==> src/rtl/lsu.sv <==
// Load/store unit: takes one RV32I memory instruction from execute, runs it over a
// request/grant + rvalid bus, and returns formatted load data or a fault.
module lsu #(
  parameter int MEM_TIMEOUT = 255
) (
  input  logic        clk,
  input  logic        rst_n,
  input  logic        req_valid_i,
  output logic        req_ready_o,
  input  logic        we_i,
  input  logic [2:0]  funct3_i,
  input  logic [31:0] addr_i,
  input  logic [31:0] wdata_i,
  input  logic [4:0]  rd_addr_i,
  output logic        mem_req_o,
  output logic        mem_we_o,
  output logic [31:0] mem_addr_o,
  output logic [3:0]  mem_wstrb_o,
  output logic [31:0] mem_wdata_o,
  input  logic        mem_gnt_i,
  input  logic        mem_rvalid_i,
  input  logic [31:0] mem_rdata_i,
  output logic        stall_o,
  output logic        done_o,
  output logic        wb_valid_o,
  output logic [4:0]  wb_rd_addr_o,
  output logic [31:0] wb_data_o,
  output logic        misalign_o,
  output logic        bus_err_o
);

  localparam int CNT_W = ($clog2(MEM_TIMEOUT + 1) > 8) ? $clog2(MEM_TIMEOUT + 1) : 8;
  localparam logic [CNT_W-1:0] CNT_LAST = CNT_W'(MEM_TIMEOUT - 1);

  typedef enum logic [1:0] {IDLE, REQ, WAIT, DONE} state_e;

  state_e            state_q, state_d;
  logic              we_q, we_d;
  logic [2:0]        funct3_q, funct3_d;
  logic [31:0]       addr_q, addr_d;
  logic [31:0]       wdata_q, wdata_d;
  logic [4:0]        rd_q, rd_d;
  logic [CNT_W-1:0]  cnt_q, cnt_d;
  logic [31:0]       rdata_q, rdata_d;
  logic              err_q, err_d;
  logic              misalign_q, misalign_d;

  // Misaligned halfword/word, or a funct3 that is not a legal load/store size.
  function automatic logic illegal_access(input logic we, input logic [2:0] f3,
                                          input logic [1:0] a);
    logic bad;
    case (f3)
      3'b000:  bad = 1'b0;
      3'b001:  bad = a[0];
      3'b010:  bad = (a != 2'b00);
      3'b100:  bad = we;
      3'b101:  bad = we | a[0];
      default: bad = 1'b1;
    endcase
    return bad;
  endfunction

  function automatic logic [3:0] store_strobe(input logic [2:0] f3, input logic [1:0] a);
    logic [3:0] s;
    case (f3)
      3'b000:  s = 4'b0001 << a;
      3'b001:  s = 4'b0011 << a;
      default: s = 4'b1111;
    endcase
    return s;
  endfunction

  function automatic logic [31:0] store_lanes(input logic [2:0] f3, input logic [31:0] wd);
    logic [31:0] d;
    case (f3)
      3'b000:  d = {4{wd[7:0]}};
      3'b001:  d = {2{wd[15:0]}};
      default: d = wd;
    endcase
    return d;
  endfunction

  // Shift the addressed lane down to bit 0, then sign- or zero-extend.
  function automatic logic [31:0] load_format(input logic [2:0] f3, input logic [1:0] a,
                                              input logic [31:0] rd);
    logic [31:0]        sh;
    logic signed [7:0]  b;
    logic signed [15:0] h;
    logic [31:0]        r;
    sh = rd >> {a, 3'b000};
    b  = sh[7:0];
    h  = sh[15:0];
    case (f3)
      3'b000:  r = 32'(b);
      3'b001:  r = 32'(h);
      3'b100:  r = {24'b0, sh[7:0]};
      3'b101:  r = {16'b0, sh[15:0]};
      default: r = sh;
    endcase
    return r;
  endfunction

  always_ff @(posedge clk or negedge rst_n) begin
    if (!rst_n) begin
      state_q    <= IDLE;
      we_q       <= 1'b0;
      funct3_q   <= 3'b0;
      addr_q     <= 32'b0;
      wdata_q    <= 32'b0;
      rd_q       <= 5'b0;
      cnt_q      <= '0;
      rdata_q    <= 32'b0;
      err_q      <= 1'b0;
      misalign_q <= 1'b0;
    end else begin
      state_q    <= state_d;
      we_q       <= we_d;
      funct3_q   <= funct3_d;
      addr_q     <= addr_d;
      wdata_q    <= wdata_d;
      rd_q       <= rd_d;
      cnt_q      <= cnt_d;
      rdata_q    <= rdata_d;
      err_q      <= err_d;
      misalign_q <= misalign_d;
    end
  end

  always_comb begin
    state_d    = state_q;
    we_d       = we_q;
    funct3_d   = funct3_q;
    addr_d     = addr_q;
    wdata_d    = wdata_q;
    rd_d       = rd_q;
    cnt_d      = cnt_q;
    rdata_d    = rdata_q;
    err_d      = err_q;
    misalign_d = 1'b0;
    case (state_q)
      IDLE: begin
        if (req_valid_i) begin
          we_d     = we_i;
          funct3_d = funct3_i;
          addr_d   = addr_i;
          wdata_d  = wdata_i;
          rd_d     = rd_addr_i;
          rdata_d  = 32'b0;
          err_d    = 1'b0;
          if (illegal_access(we_i, funct3_i, addr_i[1:0])) begin
            misalign_d = 1'b1;
          end else begin
            state_d = REQ;
          end
        end
      end
      REQ: begin
        if (mem_gnt_i) begin
          state_d = we_q ? DONE : WAIT;
          cnt_d   = '0;
        end
      end
      WAIT: begin
        if (mem_rvalid_i) begin
          rdata_d = load_format(funct3_q, addr_q[1:0], mem_rdata_i);
          state_d = DONE;
        end else if (cnt_q >= CNT_LAST) begin
          rdata_d = 32'b0;
          err_d   = 1'b1;
          state_d = DONE;
        end else begin
          cnt_d = cnt_q + 1'b1;
        end
      end
      DONE:    state_d = IDLE;
      default: state_d = IDLE;
    endcase
  end

  // Bus side is decoded from state so a reset drops the request immediately.
  assign req_ready_o  = (state_q == IDLE);
  assign stall_o      = (state_q != IDLE);
  assign mem_req_o    = (state_q == REQ);
  assign mem_we_o     = (state_q == REQ) && we_q;
  assign mem_addr_o   = (state_q == REQ) ? {addr_q[31:2], 2'b00} : 32'b0;
  assign mem_wstrb_o  = ((state_q == REQ) && we_q) ? store_strobe(funct3_q, addr_q[1:0]) : 4'b0;
  assign mem_wdata_o  = ((state_q == REQ) && we_q) ? store_lanes(funct3_q, wdata_q) : 32'b0;
  assign done_o       = (state_q == DONE);
  assign wb_valid_o   = (state_q == DONE) && !we_q && !err_q;
  assign wb_rd_addr_o = rd_q;
  assign wb_data_o    = (state_q == DONE) ? rdata_q : 32'b0;
  assign bus_err_o    = (state_q == DONE) && err_q;
  assign misalign_o   = misalign_q;

endmodule

==> config.mk <==
export PLATFORM = sky130hd
export DESIGN_NAME = lsu
export DESIGN_NICKNAME = d
export VERILOG_FILES = /design/src/rtl/lsu.sv
export SDC_FILE = /design/constraint.sdc
export NUM_CORES = 1
export LEC_CHECK = 0
export BUFFER_PORTS_ARGS = -buffer_cell sky130_fd_sc_hd__buf_2
export CORE_MARGIN = 2
export CORE_UTILIZATION = 50
export CTS_CLUSTER_DIAMETER = 60
export DETAILED_ROUTE_END_ITERATION = 8
export GPL_ROUTABILITY_DRIVEN = 0
export PLACE_DENSITY_LB_ADDON = 0.08
export REMOVE_ABC_BUFFERS = 1
export SETUP_SLACK_MARGIN = 0.4
export SYNTH_ARGS = -nofsm -noshare
export SYNTH_HDL_FRONTEND = slang
export SYNTH_SLANG_ARGS = --single-unit
==> constraint.sdc <==
create_clock -name clk -period 2.8 [get_ports clk]
set_input_delay 0.56 -clock clk [delete_from_list [all_inputs] [get_ports clk]]
set_output_delay 0.56 -clock clk [all_outputs]
set_load 0.02 [all_outputs]
==> results.json, run 1 <==
{
  "die_h_um": 116,
  "min_period_ns": 2.33,
  "n_fill_cell": 1011,
  "core_um2": 12100,
  "insertion_delay_ns": 0.41,
  "cap_violations": 0,
  "cpMaxStageDelayCell": "dfrtp_1",
  "end_kind": "primary output",
  "cts_sinks": 117,
  "wl_um": 17300,
  "initial_core_util_pct": 51.6,
  "area_delta_synth_final_pct": 31.0,
  "num_rows": 40,
  "die_width_um": 116,
  "combPwrFrac_pct": 45.7,
  "worst_slack_ns": 0.466,
  "synth_edf_count": 0,
  "r2r_start": "state_q[0]",
  "power.internal_mw": 5.71,
  "powerDensity_nw_per_um2": 1160,
  "synth_flop_cell": "dfrtp_1",
  "rsz0062_at_grt": "true",
  "netlist_area_um2": 6250,
  "arrival_ns": 1.77,
  "htreeDepth": 4,
  "worstPathRequired_ns": 2.24,
  "n_antenna_cell": 0,
  "layout_commonest_cell": "buf_2",
  "grt_pass1_vias": 5466,
  "grt_max_degree": 75,
  "ys_seq_area_share_pct": 46.8,
  "status": "completed",
  "ant_nets": 0,
  "setup_viol": 0,
  "hold_class": "in2async",
  "maxSlewHeadroom_pct": 52.3,
  "antenna_found_initial": 1,
  "power_switching_mw": 3.78,
  "crit_path_start_kind": "flop",
  "drive_gt1_share_pct": 46.5,
  "fmax_mhz": 428,
  "root_buffer": "clkbuf_16",
  "max_stage_delay_ns": 0.42,
  "path_cells": "inv_2 > ha_4 > buf_6 > and3_1 > buf_2",
  "finalHoldViolCount": 0,
  "holdBufCountCts": 0,
  "vias_per_cell": 5.51,
  "synth_top_area_cell": "dfrtp_1",
  "place_area_um2": 7490,
  "irDropWorstVdd_uv": 597,
  "synth_top_area_share_pct": 46.8,
  "fin_area_um2": 8190,
  "clkPwrFrac_pct": 22.1,
  "finish.utilization_pct": 67.6,
  "worst_slew_pin_slew_ns": 0.715,
  "synth_area_leaders": "dfrtp_1 47%, mux2_2 15%, and2_1 6.5%",
  "power_leakage_nw": 4.13,
  "seqPwrFrac_pct": 32.2,
  "worstPathMaxFanout": 43,
  "fin_worst_skew_ns": 0.00479,
  "path_clk_slew_ns": 0.05,
  "drt_pass1_iterations": 5,
  "fin_crit_sh_pct": 83.4,
  "drc": 0,
  "final_cell_mix": "218 x buf_2, 116 x dfrtp_1, 83 x mux2_2",
  "pre_cts_ws_ns": 0.551,
  "timing.hold.ws_ns": 0.0906,
  "io_pins": 223,
  "swShare_pct": 39.8,
  "syn-instance-count": 578,
  "synth_seq_cells": 117,
  "routedWlPerCell_um": 17.8,
  "drt_iter0_markers": 311,
  "criticalPathCategory": "reg2out",
  "clockBufferDepth": 2,
  "async_reset_ff_share_pct": 100,
  "grt_usage_pct": 26.5,
  "dpl.hpwl_um": 12200,
  "critPathLaunch": "state_q[1]",
  "overflow": 0,
  "grt_pass1_wl_um": 27400,
  "nets": 906,
  "drv_slew": 0,
  "numCtsBuffers": 17,
  "synthDistinctLibCells": 49,
  "cts_tree": "yes",
  "fp.dieArea_um2": 13400,
  "io_buffers": 220,
  "avgSynthCellArea_um2": 10.8,
  "num_vias": 5349,
  "ys_warn_count": 0
}
cell type report:
cell class | count | area (um^2) | area share [%]
clock buffer | 20 | 467 | 5.70
clock inverter | 11 | 108 | 1.31
sequential | 117 | 2930 | 35.8
timing repair buffer | 238 | 1300 | 15.8
multi-input combinational | 409 | 3150 | 38.5
inverter | 7 | 26.3 | 0.321
tap | 168 | 210 | 2.57
sequential cells by signal, indices dropped and copies added (netlist names):
signal / cells
err_q: 1
we_q: 1
funct3_q: 3
misalign_o: 1
rdata_q: 32
addr_q: 32
cnt_q: 8
state_q: 2
wb_rd_addr_o: 5
wdata_q: 32
power by group through the flow:
stage	registers [mW]	logic, mW	clock network [mW]
2_1_floorplan	2.99	2.84	0
3_3_place_gp	2.98	4.11	0
3_5_place_dp	3.03	4.20	0
4_1_cts	3.03	4.28	2.13
5_1_grt	3.15	4.72	2.21
6_report	3.06	4.33	2.10
path summary, 6_finish.rpt:
| kind | end | slack, ns | cells after the start |
|---|---|---|---|
| worst max-delay path | mem_wdata_o[0] | 0.47 | 5 |
| worst min-delay path | cnt_q[3] | 0.09 | 1 |
| worst max register to register | rdata_q[17] | 0.56 | 8 |
| worst min register to register | rdata_q[14] | 0.48 | 1 |
| max in group asynchronous | addr_q[27] | 2.06 | 2 |
| min in group clk | addr_q[13] | 0.38 | 2 |
worst max-delay path, delay by kind of cell (launching register included):
| kind | cells | cell delay [ns] |
|---|---|---|
| fa+ha+maj | 1 | 0.16 |
| buf+inv | 3 | 0.54 |
| flops | 1 | 0.42 |
| simple gates | 1 | 0.23 |
repair_timing:
item	4_1_cts	5_1_grt
gates resized for setup	13	11
endpoints found under the setup margin	38	48
setup buffers	0	2
pin swaps	0	1
cells by family after synthesis:
logic type      share of synthesized area [%]
other cells                            0.0600
flops                                    46.8
xor+xnor                                0.140
compound gates                           13.1
mux                                      20.2
fa+ha+maj                                1.20
simple gates                             14.6
buf+inv                                  3.88
per-stage QoR:
stage                     total power [mW]  instances  TNS, ns
final                                 9.49        970        0
after global routing                  10.1        970        0
after CTS                             9.44        968        0
after detailed placement              7.23        937        0
after global placement                7.09        937        0
after floorplan                       5.83        533   -52.91
routing by layer:
layer | track usage, % | routed length [um]
met1 | 33.2 | 7270
met2 | 43.5 | 8540
met3 | 6.85 | 1190
met4 | 11.5 | 297
met5 | 0 | 0
synth_stat cells, types with 5 or more instances:
library cell  instances
o31ai_1               7
nand2_1              36
nor2_1               26
a221o_1              16
o21ai_0              28
nand2b_1              5
buf_2                 7
nand3_1               6
clkbuf_1             29
a211oi_1              9
inv_1                 7
and3_1                9
and2_1               65
a21oi_1              34
mux2_2               83
dfrtp_1             117
o2bb2ai_1             9
nand3b_1              7
mux2i_1              28
ha_1                  6
(Power assumes the default switching activity.)
==> run 2: changes to the inputs <==
- clock period: 2.8 -> 2.4 ns (I/O delays scaled with it)
==> results.json, run 2 (same netlist as run 1, synthesis figures left out) <==
{
  "htreeDepth": 4,
  "worstPathMaxFanout": 6,
  "dp.cells": 938,
  "layout.cells.non_filler": 1001,
  "drc": 0,
  "power_mw": 12.7,
  "place_area_um2": 7540,
  "drv_slew": 0,
  "grt_pass1_wl_um": 27600,
  "io_pins": 223,
  "combPwrFrac_pct": 53.6,
  "clkPwrFrac_pct": 18.1,
  "grt_usage_pct": 26.9,
  "grt_pass1_vias": 5339,
  "r2r_start": "state_q[0]",
  "power_leakage_nw": 4.38,
  "num_rows": 40,
  "final_cell_mix": "167 x buf_2, 110 x dfrtp_1, 83 x mux2_2",
  "status": "completed",
  "power.internal_mw": 7.61,
  "core_um2": 12100,
  "power_switching_mw": 5.07,
  "worstPathRequired_ns": 1.92,
  "dpl.hpwl_um": 11900,
  "arrival_ns": 1.73,
  "num_vias": 5508,
  "antenna_found_initial": 0,
  "crit_path_start_kind": "flop",
  "fin_area_um2": 9110,
  "vias_per_cell": 5.50,
  "rsz0062_at_grt": "true",
  "io_buffers": 220,
  "irDropWorstVdd_uv": 874,
  "finish.utilization_pct": 75.2,
  "drt_iter0_markers": 358,
  "pre_cts_ws_ns": 0.216,
  "die_width_um": 116,
  "overflow": 0,
  "end_kind": "primary output",
  "r2r-end": "rdata_q[25]",
  "initial_core_util_pct": 51.6,
  "setup_tns_ns": 0,
  "worst_slack_ns": 0.194,
  "setup_viol": 0,
  "finalHoldViolCount": 0,
  "reg2reg_slack_ns": 0.34,
  "clockBufferDepth": 2,
  "drt_pass1_iterations": 4,
  "fmax_mhz": 453,
  "insertion_delay_ns": 0.41,
  "fp.dieArea_um2": 13400,
  "cts_sinks": 117,
  "seq_area_um2": 2940,
  "criticalPathCategory": "reg2out",
  "grt_max_degree": 75,
  "fin_worst_skew_ns": 0.00637,
  "routedWlPerCell_um": 19.2,
  "drive_gt1_share_pct": 55.3,
  "layout_commonest_cell": "buf_2",
  "numCtsBuffers": 17,
  "powerDensity_nw_per_um2": 1390,
  "min_period_ns": 2.21,
  "n_fill_cell": 878,
  "multiInputGateArea_um2": 3440,
  "die_h_um": 116,
  "r2r.worst_path.cells": 7,
  "timing.hold.ws_ns": 0.000980,
  "hold_class": "in2async",
  "root_buffer": "clkbuf_16",
  "wl_um": 19200,
  "cap_violations": 0,
  "area_delta_synth_final_pct": 45.8,
  "swShare_pct": 40.0,
  "fin_crit_sh_pct": 91.9,
  "seqPwrFrac_pct": 28.3,
  "cts_tree": "yes",
  "reg_top3": "addr_q x32, rdata_q x32, wdata_q x32",
  "path_clk_slew_ns": 0.05,
  "ant_nets": 0,
  "nets": 936
}
-- run 2: changes by cell type in the layout (fill, tap and decap cells not counted), sizes merged --
cell	change
buf	+26
clkbuf	+11
clkinv	-4
bufinv	-2
clkinvlp	-1
diode	+1
-- run 2: critical path, cell delays in order (launching register included) --
cell,delay [ns]
dfrtp_2,0.46
or2_4,0.33
buf_6,0.16
o21ai_2,0.13
a21oi_2,0.08
buf_4,0.16
-- run 2: power groups by stage --
stage / Sequential (mW) / Combinational [mW] / Clock (mW)
global placement: 3.44 / 4.93 / 0
floorplan: 3.49 / 3.31 / 0
detailed placement: 3.49 / 5.04 / 0
global route: 3.69 / 7.24 / 2.41
finish: 3.59 / 6.79 / 2.29
CTS: 3.48 / 5.67 / 2.31
-- run 2: worst max-delay path by stage --
stage	start	endpoint	slack, ns
4_1_cts	state_q[0]	mem_wdata_o[31]	0.24
5_1_grt	funct3_q[0]	mem_wdata_o[25]	0.15
3_5_place_dp	state_q[0]	rdata_q[29]	0.22
3_3_place_gp	state_q[0]	rdata_q[29]	0.37
2_1_floorplan	state_q[0]	rdata_q[16]	-1.49
6_report	funct3_q[1]	mem_wdata_o[14]	0.19
-- run 2: cell type report --
| cell class | count | area share, % |
|---|---|---|
| antenna | 1 | 0.0275 |
| multi-input combinational | 409 | 37.7 |
| clock inverter | 4 | 0.220 |
| sequential | 117 | 32.2 |
| clock buffer | 27 | 5.63 |
| inverter | 7 | 0.288 |
| timing repair buffer | 268 | 21.6 |
| tap | 168 | 2.31 |
-- run 2: timing repair --
action                     4_1_cts  5_1_grt
pin swaps                        7       10
setup endpoints to repair      125      126
cloned                           2        4
resized for setup               61      142
hold buffers                     0        0
setup buffers                   12       13
-- run 2: layer usage --
| layer | part of all wire [%] | GRT usage [%] |
|---|---|---|
| met1 | 40 | 33.7 |
| met2 | 50 | 43.9 |
| met3 | 7.5 | 8.53 |
| met4 | 2.5 | 10.4 |
| met5 | 0 | 0 |
